[src/rtl/control_eventos_teclado_if.sv]
// rtl/control_eventos_teclado_if.sv - PicoBlaze port/interrupt bus seen by the keyboard event controller
interface control_eventos_teclado_if;
  logic [7:0] Port_ID;
  logic       read_strobe;
  logic       interrupt_ack;
  logic [7:0] In_Port;
  logic       interrupt;

  modport master (
    output Port_ID, read_strobe, interrupt_ack,
    input  In_Port, interrupt
  );

  modport slave (
    input  Port_ID, read_strobe, interrupt_ack,
    output In_Port, interrupt
  );
endinterface

[src/rtl/control_eventos_teclado.sv]
// rtl/control_eventos_teclado.sv - debounced push-button events queued for PicoBlaze with interrupt handshake
module control_eventos_teclado #(
  parameter int DEBOUNCE_CYCLES = 500000,
  parameter int FIFO_DEPTH      = 4
) (
  input  logic clk,
  input  logic reset,
  input  logic aumenta,
  input  logic disminuye,
  input  logic siguiente,
  input  logic anterior,
  input  logic cambia,
  control_eventos_teclado_if.slave bus
);

  localparam int CW = $clog2(DEBOUNCE_CYCLES);
  localparam int PW = $clog2(FIFO_DEPTH);
  localparam logic [CW-1:0] CNT_LAST = CW'(DEBOUNCE_CYCLES - 1);
  localparam logic [CW-1:0] CNT_ONE  = CW'(1);
  localparam logic [PW-1:0] PTR_ONE  = PW'(1);
  localparam logic [4:0]    DEPTH    = 5'(FIFO_DEPTH);

  typedef enum logic [1:0] {IDLE, REQ, WAIT_RD} state_t;

  // bit order: 0 aumenta, 1 disminuye, 2 siguiente, 3 anterior, 4 cambia
  logic [4:0]    raw, sync1, sync2, stable, pending, press, grant;
  logic [CW-1:0] cnt [5];
  logic [7:0]    push_code;
  logic          push, pop, drop, wr, full, empty, rd_port, st_port;
  logic [7:0]    mem [FIFO_DEPTH];
  logic [PW-1:0] wr_ptr, rd_ptr;
  logic [4:0]    count, count_next;
  logic          overflow;
  state_t        state, state_next;
  logic          irq_q;

  assign raw = {cambia, anterior, siguiente, disminuye, aumenta};

  always_ff @(posedge clk or negedge reset) begin
    if (!reset) begin
      sync1 <= '0;
      sync2 <= '0;
    end else begin
      sync1 <= raw;
      sync2 <= sync1;
    end
  end

  always_comb begin
    press = '0;
    for (int i = 0; i < 5; i++) begin
      press[i] = sync2[i] & ~stable[i] & (cnt[i] == CNT_LAST);
    end
  end

  always_ff @(posedge clk or negedge reset) begin
    if (!reset) begin
      stable <= '0;
      for (int i = 0; i < 5; i++) cnt[i] <= '0;
    end else begin
      for (int i = 0; i < 5; i++) begin
        if (sync2[i] == stable[i]) begin
          cnt[i] <= '0;
        end else if (cnt[i] == CNT_LAST) begin
          stable[i] <= sync2[i];
          cnt[i]    <= '0;
        end else begin
          cnt[i] <= cnt[i] + CNT_ONE;
        end
      end
    end
  end

  // priority cambia > aumenta > disminuye > siguiente > anterior
  always_comb begin
    grant     = '0;
    push_code = 8'h00;
    if (pending[4]) begin
      grant[4] = 1'b1; push_code = 8'h09;
    end else if (pending[0]) begin
      grant[0] = 1'b1; push_code = 8'h04;
    end else if (pending[1]) begin
      grant[1] = 1'b1; push_code = 8'h05;
    end else if (pending[2]) begin
      grant[2] = 1'b1; push_code = 8'h06;
    end else if (pending[3]) begin
      grant[3] = 1'b1; push_code = 8'h07;
    end
  end

  assign push = |pending;

  always_ff @(posedge clk or negedge reset) begin
    if (!reset) pending <= '0;
    else        pending <= (pending & ~grant) | press;
  end

  assign full       = (count == DEPTH);
  assign empty      = (count == 5'd0);
  assign rd_port    = (bus.Port_ID == 8'h03);
  assign st_port    = (bus.Port_ID == 8'h08);
  assign pop        = bus.read_strobe & rd_port & ~empty;
  assign drop       = push & full & ~pop;
  assign wr         = push & ~drop;
  assign count_next = count + {4'b0, wr} - {4'b0, pop};

  always_ff @(posedge clk or negedge reset) begin
    if (!reset) begin
      wr_ptr   <= '0;
      rd_ptr   <= '0;
      count    <= '0;
      overflow <= 1'b0;
    end else begin
      if (wr)  wr_ptr <= wr_ptr + PTR_ONE;
      if (pop) rd_ptr <= rd_ptr + PTR_ONE;
      count    <= count_next;
      overflow <= drop | (overflow & ~(bus.read_strobe & st_port));
    end
  end

  always_ff @(posedge clk) begin
    if (wr) mem[wr_ptr] <= push_code;
  end

  always_comb begin
    bus.In_Port = 8'h00;
    if (rd_port && !empty) bus.In_Port = mem[rd_ptr];
    else if (st_port)      bus.In_Port = {3'b000, overflow, count[3:0]};
  end

  // a pop while still in REQ (polling without ack) only leaves REQ once the queue drains
  always_comb begin
    state_next = state;
    case (state)
      IDLE:    if (!empty) state_next = REQ;
      REQ:     if (bus.interrupt_ack) state_next = WAIT_RD;
               else if (count_next == 5'd0) state_next = IDLE;
      WAIT_RD: if (pop) state_next = IDLE;
      default: state_next = IDLE;
    endcase
  end

  always_ff @(posedge clk or negedge reset) begin
    if (!reset) begin
      state <= IDLE;
      irq_q <= 1'b0;
    end else begin
      state <= state_next;
      irq_q <= (state_next == REQ);
    end
  end

  assign bus.interrupt = irq_q;

endmodule

[src/flat_wrapper.sv]
// flat-port wrapper written by rule: the top's interface ports become plain ports
module control_eventos_teclado_flat 
#(
  parameter int DEBOUNCE_CYCLES = 500000,
  parameter int FIFO_DEPTH      = 4
)
  (clk, reset, aumenta, disminuye, siguiente, anterior, cambia, bus_Port_ID, bus_read_strobe, bus_interrupt_ack, bus_In_Port, bus_interrupt);
  control_eventos_teclado_if bus_i ();
  input  logic clk;
  input  logic reset;
  input  logic aumenta;
  input  logic disminuye;
  input  logic siguiente;
  input  logic anterior;
  input  logic cambia;
  input wire logic [$bits(bus_i.Port_ID)-1:0] bus_Port_ID;
  input wire logic [$bits(bus_i.read_strobe)-1:0] bus_read_strobe;
  input wire logic [$bits(bus_i.interrupt_ack)-1:0] bus_interrupt_ack;
  output wire logic [$bits(bus_i.In_Port)-1:0] bus_In_Port;
  output wire logic [$bits(bus_i.interrupt)-1:0] bus_interrupt;
  assign bus_i.Port_ID = bus_Port_ID;
  assign bus_i.read_strobe = bus_read_strobe;
  assign bus_i.interrupt_ack = bus_interrupt_ack;
  assign bus_In_Port = bus_i.In_Port;
  assign bus_interrupt = bus_i.interrupt;
  control_eventos_teclado #(.DEBOUNCE_CYCLES(DEBOUNCE_CYCLES), .FIFO_DEPTH(FIFO_DEPTH)) u_core (.clk(clk), .reset(reset), .aumenta(aumenta), .disminuye(disminuye), .siguiente(siguiente), .anterior(anterior), .cambia(cambia), .bus(bus_i));
endmodule
[config.mk]
export PLATFORM = sky130hd
export DESIGN_NAME = control_eventos_teclado_flat
export DESIGN_NICKNAME = d
export VERILOG_FILES = /design/src/rtl/control_eventos_teclado_if.sv /design/src/rtl/control_eventos_teclado.sv /design/src/flat_wrapper.sv
export SDC_FILE = /design/constraint.sdc
export NUM_CORES = 1
export LEC_CHECK = 0
export BUFFER_PORTS_ARGS = -buffer_cell sky130_fd_sc_hd__buf_2
export CAP_MARGIN = 30
export CORE_MARGIN = 5
export CORE_UTILIZATION = 35
export CTS_BUF_LIST = sky130_fd_sc_hd__clkbuf_8
export CTS_CLUSTER_SIZE = 24
export DETAILED_ROUTE_END_ITERATION = 10
export PLACE_DENSITY = 0.57
export SLEW_MARGIN = 25
export SYNTH_ARGS = -nofsm -noshare
export SYNTH_HDL_FRONTEND = slang
export SYNTH_SLANG_ARGS = --single-unit
[constraint.sdc]
create_clock -name clk -period 9.6 [get_ports clk]
set_clock_uncertainty 0.2 [all_clocks]
set_input_delay 1.92 -clock clk [delete_from_list [all_inputs] [get_ports clk]]
set_output_delay 1.92 -clock clk [all_outputs]
set_load 0.03 [all_outputs]
==> reports/metrics.yaml, run 1 <==
maxCapViolCount: 0
gr-usage-all-layers_pct: 12.0
hp-class: "reg2reg"
min_from: "u_core.sync1[3]"
die-area_sq_mm: 0.0231
dr_total_vias: 4967
clock_path_buffers: 2
drive_above_1_share_pct: 11.8
synth.distinct_cells: 57
htreeDepth: 4
root_buffer: "clkbuf_8"
cp-startpoint: "bus_Port_ID[5]"
ys_ff_latch: 144
setup_viol: 0
power.density_mw_per_mm2: 163
wl_per_cell_microns: 13.4
power_mw: 1.29
ir_drop_mv: 0.0761
ys_seq_area_share_pct: 52.3
io_buffer_count: 22
ant_nets: 0
timing.slew.headroom_pct: 39.2
post_cts.repair.setup_buffers: 0
grt_pass1_wl_microns: 23300
fillers: 2020
status: "finished clean"
drc: 0
r2r_slack_ns: 5.11
clk_latency_ns: 0.44
max_freq_mhz: 175
numClockSinks: 144
nNetsFinal: 743
clkTransAtPathRegs_ns: 0.07
ios: 26
worstPathMaxFanout: 6
routabilityCongestion: 0.822
p_leak_nw: 3.12
grt_max_degree: 83
fp.dieW_microns: 152
drtIter0Drc: 265
final_common_cell: "dfrtp_1"
cp.required_ns: 7.48
cts_tree: "yes"
overflow: 0
detailed_place_hpwl_microns: 8930
antenna_cells: 0
syn_area_sq_mm: 0.00705
cts_buffers: 17
min_period_ns: 5.71
rows: 52
startpoint_type: "input pin"
path_common_cell: "buf_2"
wirelength_microns: 13300
cp_cell_sequence: "buf_2 -> or4_1 -> nor3_2 -> nand4b_1 -> o21ai_0 -> buf_2"
tightestPinTransition_ns: 0.906
worst-setup-path-type: "in2out"
drtPass1Iterations: 4
critPathSlowestCell: "or4_1"
dp_slack_ns: 3.72
coreArea_sq_mm: 0.0200
layout_setup_ws_ns: 3.89
rsz0062_at_grt: "false"
synthArstFlopShare_pct: 88.9
crit_path_max_incr_delay_ns: 0.59
critPathCaptureType: "output port"
grt_antenna_before_repair: 0
final_cell_mix: "dfrtp_1 (128), nor2_1 (92), xnor2_1 (47)"
ys.flop_type: "dfrtp_1"
initial_core_util_pct: 35.2
hold_viol: 0
holdWs_ns: 0.152
routed_via_density: 5.03
die_y_microns: 152
r2r-start: "u_core.pending[4]"
areaGrowthSynthToFinish_pct: 12.0
synth_cells: 674
ctsHoldBuffers: 0
cts.repair.resized: 0
fin_setup_tns_ns: 0
yosysWarnings: 0
grt_pass1_vias: 4765
crit_arrival_ns: 3.59
fin_crit_sh_pct: 59.5
postSynthAreaPerCell_sq_um: 10.5
slew_viol_final: 0
synth_edf_count: 16
==> stage by stage <==
stage	area (sq um)	instances	util (%)
2_1_floorplan	7060	676	-
3_3_place_gp	7470	956	37.3
3_5_place_dp	7470	957	37.3
4_1_cts	7900	988	39.4
5_1_grt	7900	988	39.4
6_report	7900	988	39.4
==> worst max-delay path, delay by kind of cell <==
| family | cells | cell delay [ns] |
|---|---|---|
| simple gates | 3 | 1.14 |
| buf+inv | 2 | 0.31 |
| compound gates | 1 | 0.21 |
==> cells in the mapped netlist (16+ instances only) <==
cell      count  area [sq um]
dfrtp_1     128          3200
nor4_1       21           131
ha_1         19           238
nand3_1      39           195
or3_1        16           100
o21ai_0      16          80.1
nor3_1       16          80.1
a21oi_1      23           115
edfxtp_1     16           480
inv_1        33           124
xnor2_1      47           412
xor2_1       24           210
nor2_1       92           345
nand4_1      25           156
nand2_1      36           135
==> path summary, 6_finish.rpt <==
path,endpoint,cells after the start
max reg2reg,u_core.bus.interrupt,9
max,bus_In_Port[1],6
min,u_core.sync2[3],0
min in group asynchronous,u_core.bus.interrupt,1
max in group asynchronous,u_core.cnt[25],2
min reg2reg,u_core.sync2[3],0
==> metal layers <==
| metal | wire length [microns] | track usage, % | part of all wire, % |
|---|---|---|---|
| met5 | 0 | 0 | 0 |
| met4 | 142 | 3.60 | 1.1 |
| met3 | 412 | 3.56 | 3.1 |
| met2 | 5990 | 17.7 | 45 |
| met1 | 6720 | 17.1 | 51 |
==> cell type report <==
cell class / instances / area [sq um] / share of cell area, %
tap: 270 / 338 / 4.28
clock buffer: 21 / 289 / 3.66
multi-input combinational: 482 / 3170 / 40.1
inverter: 33 / 124 / 1.57
clock inverter: 10 / 135 / 1.71
timing repair buffer: 28 / 159 / 2.01
sequential: 144 / 3680 / 46.7
==> sequential cells by signal (all words and copies together) (netlist names) <==
register,count
u_core.bus.interrupt,1
u_core.cnt,95
u_core.count,5
u_core.mem,16
u_core.overflow,1
u_core.pending,5
u_core.rd_ptr,2
u_core.stable,5
u_core.state,2
u_core.sync1,5
u_core.sync2,5
u_core.wr_ptr,2
==> logic make-up after synthesis <==
| kind of cell | Yosys count | share of synthesized area (%) |
|---|---|---|
| simple gates | 309 | 23.7 |
| flops | 144 | 52.3 |
| xor+xnor | 71 | 8.82 |
| compound gates | 69 | 6.30 |
| buf+inv | 50 | 2.93 |
| fa+ha+maj | 20 | 3.66 |
| mux | 10 | 2.24 |
| other cells | 1 | 0.0532 |
==> power breakdown <==
part,leakage [nW],switching (mW),internal [mW]
clock,0.211,0.227,0.282
combinational,1.00,0.0660,0.0527
sequential,1.91,0.0225,0.637
total,3.12,0.315,0.971
No activity file was read; power rests on OpenSTA's default activity.
==> run 2, diff against run 1 <==
PLACE_DENSITY = 0.59   (was 0.57)
clock period = 5.1 ns   (was 9.6 ns; I/O delays follow)
==> run 2 against run 1 <==
Effect of this change:
- clock-buffer cell count decreased by 1
- combinational power grew 90%
- cell count is 0.40% higher
- critical path depth up 6
- via count is 1.7% higher
- total power rose by 91%
- worst setup slack worse by 3.3 ns
- wire length fell by 1.4%
- largest cell class unchanged
==> reports/metrics.yaml, run 2 (synthesis results as in run 1) <==
status: "finished clean"  # unchanged
htreeDepth: 4  # unchanged
grt_antenna_before_repair: 0  # unchanged
clock_path_buffers: 2  # unchanged
worstPathMaxFanout: 3  # was 6
dp_slack_ns: 0.148  # was 3.72 ns
worst-setup-path-type: "in2reg"  # was in2out
numClockSinks: 144  # unchanged
detailed_place_hpwl_microns: 8890  # was 8930 microns
drtPass1Iterations: 5  # was 4
min_period_ns: 4.49
root_buffer: "clkbuf_8"  # unchanged
io_buffer_count: 22  # unchanged
post-route-util_pct: 39.6  # was 39.4%
cts_buffers: 17  # unchanged
crit_arrival_ns: 4.60  # was 3.59 ns
rr_worst_depth: 13  # was 9
ctsHoldBuffers: 0  # unchanged
grt_max_degree: 103  # was 83
dr_total_vias: 5051  # was 4967
critical-path-top-delay-family: "simple AND/OR/NAND/NOR gates"  # unchanged
crit_buf_inv: 2  # unchanged
p_clk_share_pct: 40.5  # was 39.5%
layout_setup_ws_ns: 0.612  # was 3.89 ns
p_leak_nw: 3.16  # was 3.12 nW
max_freq_mhz: 223
crit_path_max_incr_delay_ns: 0.65  # was 0.59 ns
cts.repair.resized: 0  # unchanged
fp.dieW_microns: 152  # unchanged
clkTransAtPathRegs_ns: 0.08  # was 0.07 ns
final_cell_mix: "dfrtp_1 (128), nor2_1 (92), xnor2_1 (47)"  # unchanged
hold_path_depth: 0  # unchanged
largest_register: "u_core.cnt"  # unchanged
routabilityCongestion: 0.790  # was 0.822
hp-class: "reg2reg"  # unchanged
cp.required_ns: 5.21  # was 7.48 ns
die-area_sq_mm: 0.0231  # unchanged
drtIter0Drc: 347  # was 265
critPathCaptureType: "flip-flop"  # was output port
fin_setup_tns_ns: 0  # unchanged
areaGrowthSynthToFinish_pct: 12.7  # was 12.0%
ant_nets: 0  # unchanged
gr-usage-all-layers_pct: 12.1  # was 12.0%
timing.slew.headroom_pct: 45.4  # was 39.2%
ios: 26  # unchanged
coreArea_sq_mm: 0.0200  # unchanged
wirelength_microns: 13100  # was 13300 microns
fin_crit_sh_pct: 88.0
maxCapViolCount: 0  # unchanged
tightestPinTransition_ns: 0.819  # was 0.906 ns
top_regs: "u_core.cnt: 95 flops, u_core.mem: 16 flops"  # unchanged
clk_latency_ns: 0.45  # was 0.44 ns
p_int_mw: 1.87  # was 0.971 mW
final_common_cell: "dfrtp_1"  # unchanged
slew_viol_final: 0  # unchanged
nNetsFinal: 746  # was 743
combinationalPowerShare_pct: 9.2  # about the same
rsz0062_at_grt: "false"  # unchanged
overflow: 0  # unchanged
routed_via_density: 5.09  # was 5.03
critPathSlowestCell: "or4_2"  # was or4_1
power_mw: 2.46  # was 1.29 mW
grt_pass1_vias: 4998  # was 4765
drive_above_1_share_pct: 12.0  # was 11.8%
ir_drop_mv: 0.178  # was 0.0761 mV
startpoint_type: "input pin"  # unchanged
cts_tree: "yes"  # unchanged
hold_viol: 0  # unchanged
rows: 52  # unchanged
holdWs_ns: 0.150  # was 0.152 ns
initial_core_util_pct: 35.2  # unchanged
grt_pass1_wl_microns: 23800  # was 23300 microns
drc: 0  # unchanged
cp_num_cells: 12  # was 6
p_switching_mw: 0.593  # was 0.315 mW
pwr-share-seq_pct: 50.3  # was 51.2%
wl_per_cell_microns: 13.2  # was 13.4 microns
largest_reg_flops: 95  # unchanged
post_cts.repair.setup_buffers: 0  # unchanged
setup_viol: 0  # unchanged
switching_share_pct: 24.1  # was 24.5%
cp_cell_sequence: "buf_2 -> or4_1 -> or3_1 -> nor2_1 -> o31ai_1 -> ha_1 -> fa_1 -> and3b_2 -> or4_2 -> a2111oi_0 -> buf_4 -> o32ai_1"  # was buf_2 -> or4_1 -> nor3_2 -> nand4b_1 -> o21ai_0 -> buf_2
antenna_cells: 0  # unchanged
power.density_mw_per_mm2: 310  # was 163 mW/mm^2
die_y_microns: 152  # unchanged
[run 2: path summary, 6_finish.rpt]
check,startpoint,end,slack [ns]
max reg2reg,u_core.count[3],u_core.state[0],0.90
min in group asynchronous,reset,u_core.cnt[46],0.44
max,bus_Port_ID[5],u_core.state[0],0.61
min reg2reg,u_core.sync1[3],u_core.sync2[3],0.15
max in group asynchronous,reset,u_core.cnt[64],3.38
min,u_core.sync1[3],u_core.sync2[3],0.15
[run 2: power by group through the flow]
stage	sequential, mW	combinational [mW]	clock (mW)
6_report	1.24	0.226	0.996
5_1_grt	1.24	0.260	1.08
4_1_cts	1.24	0.229	1.03
3_5_place_dp	1.26	0.229	0
3_3_place_gp	1.26	0.226	0
2_1_floorplan	1.26	0.156	0
[run 2: through the flow]
step / cells / instance area (sq um)
detailed placement: 960 / 7500
floorplan: 676 / 7060
finish: 992 / 7940
global route: 992 / 7940
global placement: 960 / 7500
CTS: 992 / 7940
[run 2: layout make-up]
| type | count | area, sq um |
|---|---|---|
| Tap cell | 270 | 338 |
| Multi-Input combinational cell | 482 | 3170 |
| Fill cell | 1998 | 12100 |
| Sequential cell | 144 | 3680 |
| Timing Repair Buffer | 31 | 186 |
| Clock inverter | 12 | 168 |
| Inverter | 33 | 124 |
| Clock buffer | 20 | 275 |
[run 2: layer usage]
layer / track usage [%] / share of wire (%) / up-vias / wire (microns)
met1: 16.7 / 50 / 2470 / 6590
li1: - / - / 2478 / -
met3: 3.07 / 3.5 / 20 / 461
met4: 4.49 / 1.9 / 0 / 247
met5: 0 / 0 / - / 0
met2: 18.6 / 44 / 83 / 5780
